==> src/rtl/mac_arith_pkg.sv <==
// Shared definitions for the MAC arithmetic primitives: countdown FSM
// state encodings and the state type used by n_bit_down_counter.
package mac_arith_pkg;

  localparam logic [1:0] ENC_IDLE  = 2'd0;
  localparam logic [1:0] ENC_COUNT = 2'd1;
  localparam logic [1:0] ENC_DONE  = 2'd2;

  typedef enum logic [1:0] {
    IDLE  = ENC_IDLE,
    COUNT = ENC_COUNT,
    DONE  = ENC_DONE
  } state_t;

endpackage

==> src/rtl/n_bit_one_subtractor.sv <==
// Combinational N-bit subtract-one: {bout, DIFF} = {1'b0, A} - bin.
// Built as a ripple of half-subtractor cells, the mirror image of the
// n_bit_one_adder incrementer.
module n_bit_one_subtractor #(
  parameter int N = 8
) (
  input  logic [N-1:0] A,
  input  logic         bin,
  output logic [N-1:0] DIFF,
  output logic         bout
);

  logic [N:0] borrow;

  // Half-subtractor ripple: each cell flips its bit when a borrow arrives
  // and passes the borrow on only while the bit was zero.
  always_comb begin
    borrow    = '0;
    DIFF      = '0;
    borrow[0] = bin;
    for (int i = 0; i < N; i++) begin
      DIFF[i]       = A[i] ^ borrow[i];
      borrow[i + 1] = ~A[i] & borrow[i];
    end
  end

  assign bout = borrow[N];

endmodule

==> src/rtl/n_bit_down_counter.sv <==
// Loadable N-bit down-counter. A start value is accepted in IDLE, then the
// count decrements on every enabled cycle; a one-cycle done pulse (state
// DONE) marks completion. A zero start value goes straight to DONE.
//
// Load handshake: a transfer happens on a rising clk edge where
// load_valid && load_ready are both high. load_ready is high only in IDLE
// and is decoded from state, so it never depends on load_valid; a held
// load_valid outside IDLE is simply ignored until the block returns to IDLE.
module n_bit_down_counter
  import mac_arith_pkg::*;
#(
  parameter int N = 8
) (
  input  logic         clk,
  input  logic         reset_n,
  input  logic         load_valid,
  input  logic [N-1:0] load_value,
  output logic         load_ready,
  input  logic         en,
  output logic [N-1:0] count,
  output logic         busy,
  output logic         done,
  output logic [1:0]   dbg_state
);

  localparam logic [N-1:0] COUNT_ONE = {{(N-1){1'b0}}, 1'b1};

  state_t       state, state_nxt;
  logic [N-1:0] count_nxt;
  logic [N-1:0] count_dec;
  logic         sub_bout_unused;

  // Decrement datapath; only used while count >= 1, so the borrow-out
  // never fires and is left dangling.
  n_bit_one_subtractor #(.N(N)) u_dec (
    .A    (count),
    .bin  (1'b1),
    .DIFF (count_dec),
    .bout (sub_bout_unused)
  );

  // State and count registers with synchronous active-low reset.
  always_ff @(posedge clk) begin
    if (!reset_n) begin
      state <= IDLE;
      count <= '0;
    end else begin
      state <= state_nxt;
      count <= count_nxt;
    end
  end

  // Next-state and next-count: load in IDLE, decrement in COUNT, one
  // cycle in DONE then back to IDLE.
  always_comb begin
    state_nxt = state;
    count_nxt = count;
    case (state)
      IDLE: begin
        if (load_valid) begin
          count_nxt = load_value;
          state_nxt = (load_value == '0) ? DONE : COUNT;
        end
      end
      COUNT: begin
        if (en) begin
          count_nxt = count_dec;
          if (count == COUNT_ONE) state_nxt = DONE;
        end
      end
      DONE: begin
        state_nxt = IDLE;
      end
      default: begin
        state_nxt = IDLE;
        count_nxt = '0;
      end
    endcase
  end

  // Outputs decoded from state only.
  assign load_ready = (state == IDLE);
  assign busy       = (state == COUNT) || (state == DONE);
  assign done       = (state == DONE);
  assign dbg_state  = state;

endmodule

==> config.mk <==
export PLATFORM = sky130hd
export DESIGN_NAME = n_bit_down_counter
export DESIGN_NICKNAME = d
export VERILOG_FILES = /design/src/rtl/mac_arith_pkg.sv /design/src/rtl/n_bit_one_subtractor.sv /design/src/rtl/n_bit_down_counter.sv
export SDC_FILE = /design/constraint.sdc
export NUM_CORES = 1
export LEC_CHECK = 0
export CAP_MARGIN = 10
export CORE_UTILIZATION = 39
export CTS_CLUSTER_SIZE = 24
export DETAILED_ROUTE_END_ITERATION = 16
export GPL_ROUTABILITY_DRIVEN = 0
export PLACE_DENSITY = 0.74
export SLEW_MARGIN = 20
export SYNTH_ARGS = -nofsm -noshare
export SYNTH_HDL_FRONTEND = slang
export SYNTH_SLANG_ARGS = --single-unit
export TNS_END_PERCENT = 10
==> constraint.sdc <==
create_clock -name clk -period 2 [get_ports clk]
set_input_delay 0.4 -clock clk [delete_from_list [all_inputs] [get_ports clk]]
set_output_delay 0.4 -clock clk [all_outputs]
set_load 0.01 [all_outputs]
==> impl_metrics.tcl, run 1 <==
set metrics [dict create \
    relSlewSlack 0.735 \
    drtPass1Iterations 4 \
    power_switching_share 0.408 \
    regArea_um2 208 \
    htree_levels 1 \
    end_kind "flop" \
    ys_types 23 \
    port_buffers 24 \
    maxCapViolCount 0 \
    setup_tns_ps 0 \
    startpoint "count[0]$_SDFFE_PN0P_" \
    worstPathRequired_ps 2160 \
    clock_power_share 0.078 \
    yosys-top-cells-area "dfxtp_1 (28%), ha_1 (18%), o211a_1 (9.9%), inv_1 (7.9%), a22oi_1 (7.4%)" \
    antenna_left 0 \
    grt_pass1_vias 623 \
    setup_viol 0 \
    timing.final.crit_share 0.964 \
    final_nets 136 \
    peakVddDrop_mv 0.882 \
    worstPathArrival_ps 2090 \
    clockBufferDepth 2 \
    viasPerCell 5.17 \
    antenna_found_initial 0 \
    yosysSeqAreaShare 0.282 \
    leakage_nw 0.516 \
    cts_tree "yes" \
    fin_crit_ps 1930 \
    avgSynthCellArea_um2 8.67 \
    r2r_start "count[0]$_SDFFE_PN0P_" \
    combPwrFrac 0.715 \
    holdBufCountCts 0 \
    hp-class "flop to flop" \
    worstMarginPinSlew_ps 396 \
    start_util 0.416 \
    grt_pass1_wl_um 2750 \
    slew_violations 0 \
    wl_per_cell_um 12.5 \
    switching_power_w 0.000787 \
    syn_to_final_growth_pct 57.2 \
    finalHoldViolCount 0 \
    synth_nets 104 \
    syn-cell-area_um2 711 \
    ys_ff_latch 10 \
    diodes 0 \
    root_buffer "clkbuf_4" \
    p_int_w 0.00114 \
    status "complete, no violations" \
    finish.utilization 0.654 \
    grt_util_all_layers 0.198 \
    drt-initial-drc-count 16 \
    synthCells 82 \
    io-pin-count 25 \
    criticalPathCategory "flop to flop" \
    powerDensity_nw_per_um2 1730 \
    startpoint_type "flop" \
    drive_gt1_frac 0.239 \
    insertion_delay_ps 270 \
    numCtsBuffers 3 \
    max_freq_mhz 519 \
    core_area_um2 1710 \
    fillers 139 \
    die_height_um 44.7 \
    drc_errors 0 \
    cp_max_fo 2 \
    yosysTopAreaCellShare 0.282 \
    pwr-share-seq 0.207 \
    grt_start_max_net_pins 16 \
    dpl_cell_area_um2 1020 \
    dieArea_um2 2000 \
    multi_input_area_um2 490 \
    fin_skew_ps 4.99 \
    final_area_um2 1120 \
    routed_wl_um 1720 \
    cts_sinks 10 \
    vias 714 \
    dp_hpwl_um 1240 \
    synth_largest_area_cell "dfxtp_1" \
    path_clk_slew_ps 70 \
    synth_warnings 0 \
    min_from "dbg_state[0]$_SDFFE_PN0P_" \
    grt-ovfl-total 0 \
    rows 15 \
    die_x_um 44.7 \
]
[flip-flops by register name, summed over array words and instances, names as in the netlist]
signal,count
count,8
dbg_state,2
[power by group through the flow]
stage / clock network, W / logic, W / registers, W
after floorplan: 0 / 0.000648 / 0.000439
after global placement: 0 / 0.00116 / 0.000395
after detailed placement: 0 / 0.00118 / 0.000398
after CTS: 0.000156 / 0.00123 / 0.000393
after global routing: 0.000171 / 0.00156 / 0.000414
final: 0.000151 / 0.00138 / 0.000399
[cell type report]
class,count,share of cell area
clock buffers,4,0.0235
repair buffers,31,0.273
flip-flops and latches,10,0.186
inverters,15,0.0504
well taps,25,0.0280
multi-input cells,53,0.439
[cell usage after synthesis (all sizes together)]
cell type,count
inv,15
nand3,1
nor2b,2
buf,2
nand4,1
a21boi,2
mux2i,1
nor2,1
clkbuf,2
ha,10
nor4,3
dfxtp,10
a22oi,7
nand2,12
o21ai,1
o41ai,1
o211a,7
nor3,1
a21oi,1
and2b,1
o221a,1
[cell usage in the layout (no fill, tap or decap), types with 2 or more instances in the layout]
cell type,n
o211a_1,7
dfxtp_2,3
nand2_1,12
inv_2,2
ha_1,4
a21boi_0,2
ha_2,2
nor4_1,2
clkbuf_4,3
buf_4,6
clkdlybuf4s50_1,24
nor2b_1,2
dfxtp_1,6
ha_4,4
inv_1,13
a22oi_1,6
[final timing paths]
path | slack, ps | to | depth (start not counted)
min | 480 | dbg_state[0]$_SDFFE_PN0P_ | 2
min reg2reg | 480 | dbg_state[0]$_SDFFE_PN0P_ | 2
max reg2reg | 70 | count[6]$_SDFFE_PN0P_ | 11
max | 70 | count[6]$_SDFFE_PN0P_ | 11
[worst max-delay path: stages, from the launching register on]
cell and delay [ps]:
dfxtp_4 350, inv_2 40, ha_2 170, ha_2 190, ha_4 160, ha_4 150, ha_4 150, ha_4 250
inv_1 40, a22oi_2 140, nand2_1 70, o211a_1 120
[cell families (layout without fill, tap and decap cells)]
logic type | count (synthesis) | count (layout) | share of synthesized area
AND/OR/NAND/NOR | 22 | 22 | 0.174
AO/OA/AOI/OAI | 20 | 20 | 0.241
buffers and inverters | 19 | 50 | 0.113
adder cells (fa/ha/maj) | 10 | 10 | 0.176
flip-flops | 10 | 10 | 0.282
multiplexers | 1 | 1 | 0.0141
[what timing repair did]
item / CTS / global route
setup endpoints to repair: 1 / 3
buffers inserted: 1 / 0
gates resized for setup: 5 / 8
pin swaps: 3 / 2
[metal layers]
| metal | vias up | global-route usage | share of wire |
|---|---|---|---|
| met4 | 0 | 0.109 | 0.035 |
| met1 | 329 | 0.238 | 0.44 |
| met2 | 33 | 0.312 | 0.46 |
| met3 | 8 | 0.0612 | 0.061 |
| li1 | 344 | - | - |
| met5 | - | 0 | 0 |
[stage by stage]
step                hold slack, ps  instances  setup WS (ps)  power [W]
floorplan                      507         82           9.00    0.00109
global placement               488        133           29.8    0.00156
detailed placement             498        133          -47.7    0.00158
CTS                            506        138           8.51    0.00178
global route                   546        138          -3.60    0.00214
finish                         484        138           73.0    0.00193
Power figures use the tool's default switching activity.
==> inputs of run 2 (changes only) <==
--- a/config.mk
+++ b/config.mk
@@ -6,11 +6,11 @@
 export NUM_CORES = 1
 export LEC_CHECK = 0
 export CAP_MARGIN = 10
-export CORE_UTILIZATION = 39
+export CORE_UTILIZATION = 46
 export CTS_CLUSTER_SIZE = 24
 export DETAILED_ROUTE_END_ITERATION = 16
+export DONT_BUFFER_PORTS = 1
 export GPL_ROUTABILITY_DRIVEN = 0
-export PLACE_DENSITY = 0.74
 export SLEW_MARGIN = 20
 export SYNTH_ARGS = -nofsm -noshare
 export SYNTH_HDL_FRONTEND = slang
==> run 2 against run 1 <==
- global-route usage grew 1.1 points
- clock power grew 27%
- core utilization shrank 6.0 points
- power shrank 22%
- setup slack gained 9.7 ps
- final cell count shrank 25%
- sequential share of layout area grew 6.7 points
- sequential cell count is the same
- via count shrank 18%
- clock skew shrank 4.6 ps
- first-iteration DRC count shrank 69%
- non-clock buffer count shrank 24
- critical path type unchanged
- critical endpoint unchanged
- largest power group unchanged
==> impl_metrics.tcl, run 2 (same netlist as run 1, synthesis figures left out) <==
set metrics [dict create \
    htree_levels 1 \
    regMostFlops "count" \
    power_switching_share 0.445 \
    p_int_w 0.000834 \
    end_kind "flop" \
    criticalPathCategory "flop to flop" \
    combPwrFrac 0.598 \
    fin_skew_ps 0.417 \
    cts_sinks 10 \
    slowest_stage "dfxtp_4" \
    drc_errors 0 \
    grt_util_all_layers 0.209 \
    wl_per_cell_um 14.3 \
    max_freq_mhz 522 \
    io-pin-count 25 \
    critPathTopFamily "adder cells" \
    drt-initial-drc-count 5 \
    die_height_um 41.3 \
    grt_pass1_wl_um 2270 \
    switching_power_w 0.000668 \
    numCtsBuffers 3 \
    grt_pass1_vias 569 \
    reg2reg_slack_ps 80 \
    finish.utilization 0.594 \
    dp_hpwl_um 1120 \
    timing.final.crit_share 0.959 \
    port_buffers 0 \
    startpoint_type "flop" \
    core_area_um2 1370 \
    largest_reg_flops 8 \
    hold-path-endpoint "count[1]$_SDFFE_PN0P_" \
    antenna_found_initial 0 \
    mostFrequentLayoutCells "inv_1 (14), nand2_1 (12), dfxtp_1 (8)" \
    maxCapViolCount 0 \
    mostFrequentLayoutCell "inv_1" \
    fin_cells 104 \
    syn_to_final_growth_pct 14.3 \
    rsz0062_at_grt "false" \
    fin_crit_ps 1920 \
    max_stage_delay_ps 350 \
    antenna_left 0 \
    dieArea_um2 1710 \
    die_x_um 41.3 \
    setup_tns_ps 0 \
    root_buffer "clkbuf_4" \
    r2r_end "count[6]$_SDFFE_PN0P_" \
    routed_wl_um 1490 \
    clockBufferDepth 2 \
    crit_top_cell "ha_2" \
    path_buf_inv 2 \
    hold_path_depth 1 \
    r2r_cells 11 \
    slew_violations 0 \
    rows 13 \
    peakVddDrop_mv 0.864 \
    min_from "reset_n" \
    insertion_delay_ps 270 \
    drive_gt1_frac 0.258 \
    diodes 0 \
    cp_max_fo 2 \
    vias 583 \
    hp-class "input port to flop" \
    worstMarginPinSlew_ps 316 \
    worstPathArrival_ps 2090 \
    path_clk_slew_ps 70 \
    grt-ovfl-total 0 \
    holdBufCountCts 0 \
    crit_chain "inv_2 -> ha_2 -> ha_2 -> ha_2 -> ha_2 -> ha_2 -> ha_1 -> inv_1 -> a22oi_1 -> nand2_1 -> o211a_1" \
    setup_viol 0 \
    worstPathRequired_ps 2170 \
    grt_start_max_net_pins 16 \
    r2r_start "count[0]$_SDFFE_PN0P_" \
    drtPass1Iterations 4 \
    pwr-share-seq 0.275 \
    cts_tree "yes" \
    start_util 0.520 \
    clock_power_share 0.128 \
    leakage_nw 0.420 \
    powerDensity_nw_per_um2 1850 \
    finalHoldViolCount 0 \
    status "complete, no violations" \
    dp_cells 100 \
    relSlewSlack 0.787 \
    viasPerCell 5.61 \
    final_nets 112 \
]
[run 2: cell count changes in the layout (fill, tap and decap cells not counted), moves of 2 or more]
cell,previous run,this run
dfxtp_2,3,1
ha_4,4,0
clkdlybuf4s50_1,24,0
dfxtp_1,6,8
ha_2,2,5
[run 2: how the worst max path moves through the flow]
stage                     startpoint               endpoint  slack [ps]  cells after the start
2_1_floorplan  count[0]$_SDFFE_PN0P_  count[6]$_SDFFE_PN0P_           9                     11
4_1_cts        count[0]$_SDFFE_PN0P_  count[6]$_SDFFE_PN0P_          20                     11
5_1_grt        count[0]$_SDFFE_PN0P_  count[6]$_SDFFE_PN0P_           8                     11
6_report       count[0]$_SDFFE_PN0P_  count[6]$_SDFFE_PN0P_          80                     11
3_3_place_gp   count[0]$_SDFFE_PN0P_  count[6]$_SDFFE_PN0P_           6                     11
3_5_place_dp   count[0]$_SDFFE_PN0P_  count[6]$_SDFFE_PN0P_         -20                     11
[run 2: per-layer routing]
| metal | part of all wire | wire length, um | GRT usage |
|---|---|---|---|
| met1 | 0.46 | 682 | 0.269 |
| met2 | 0.43 | 642 | 0.328 |
| met3 | 0.091 | 135 | 0.0479 |
| met4 | 0.017 | 25 | 0.0968 |
| met5 | 0 | 0 | 0 |
[run 2: layout make-up]
class / count / area (um^2)
fill: 127 / 554
multi-input combinational: 53 / 443
sequential: 10 / 205
inverter: 15 / 56.3
timing repair buffer: 7 / 52.6
clock buffer: 4 / 36.3
tap: 15 / 18.8
[run 2: power groups by stage]
stage	combinational (W)	clock, W	sequential, W
CTS	0.000900	0.000192	0.000415
floorplan	0.000648	0	0.000439
global route	0.00105	0.000201	0.000431
detailed placement	0.000877	0	0.000418
finish	0.000898	0.000192	0.000412
global placement	0.000875	0	0.000416
[run 2: what timing repair did]
action                                  4_1_cts  5_1_grt
resized for setup                             4        1
buffers inserted                              0        0
pin swaps                                     2        2
endpoints found under the setup margin        1        1
[run 2: through the flow]
step	instance area, um^2	power (W)	hold slack, ps	setup slack [ps]
2_1_floorplan	716	0.00109	507	9.00
3_3_place_gp	763	0.00129	527	5.53
3_5_place_dp	763	0.00130	530	-18.5
4_1_cts	810	0.00151	237	18.5
5_1_grt	812	0.00168	244	8.25
6_report	812	0.00150	243	82.6
[run 2: worst register-to-register path: stages (launching register included)]
cell and delay, ps:
dfxtp_4 350, inv_2 40, ha_2 170, ha_2 160
ha_2 160, ha_2 160, ha_2 160, ha_1 260
inv_1 40, a22oi_1 150, nand2_1 80, o211a_1 100
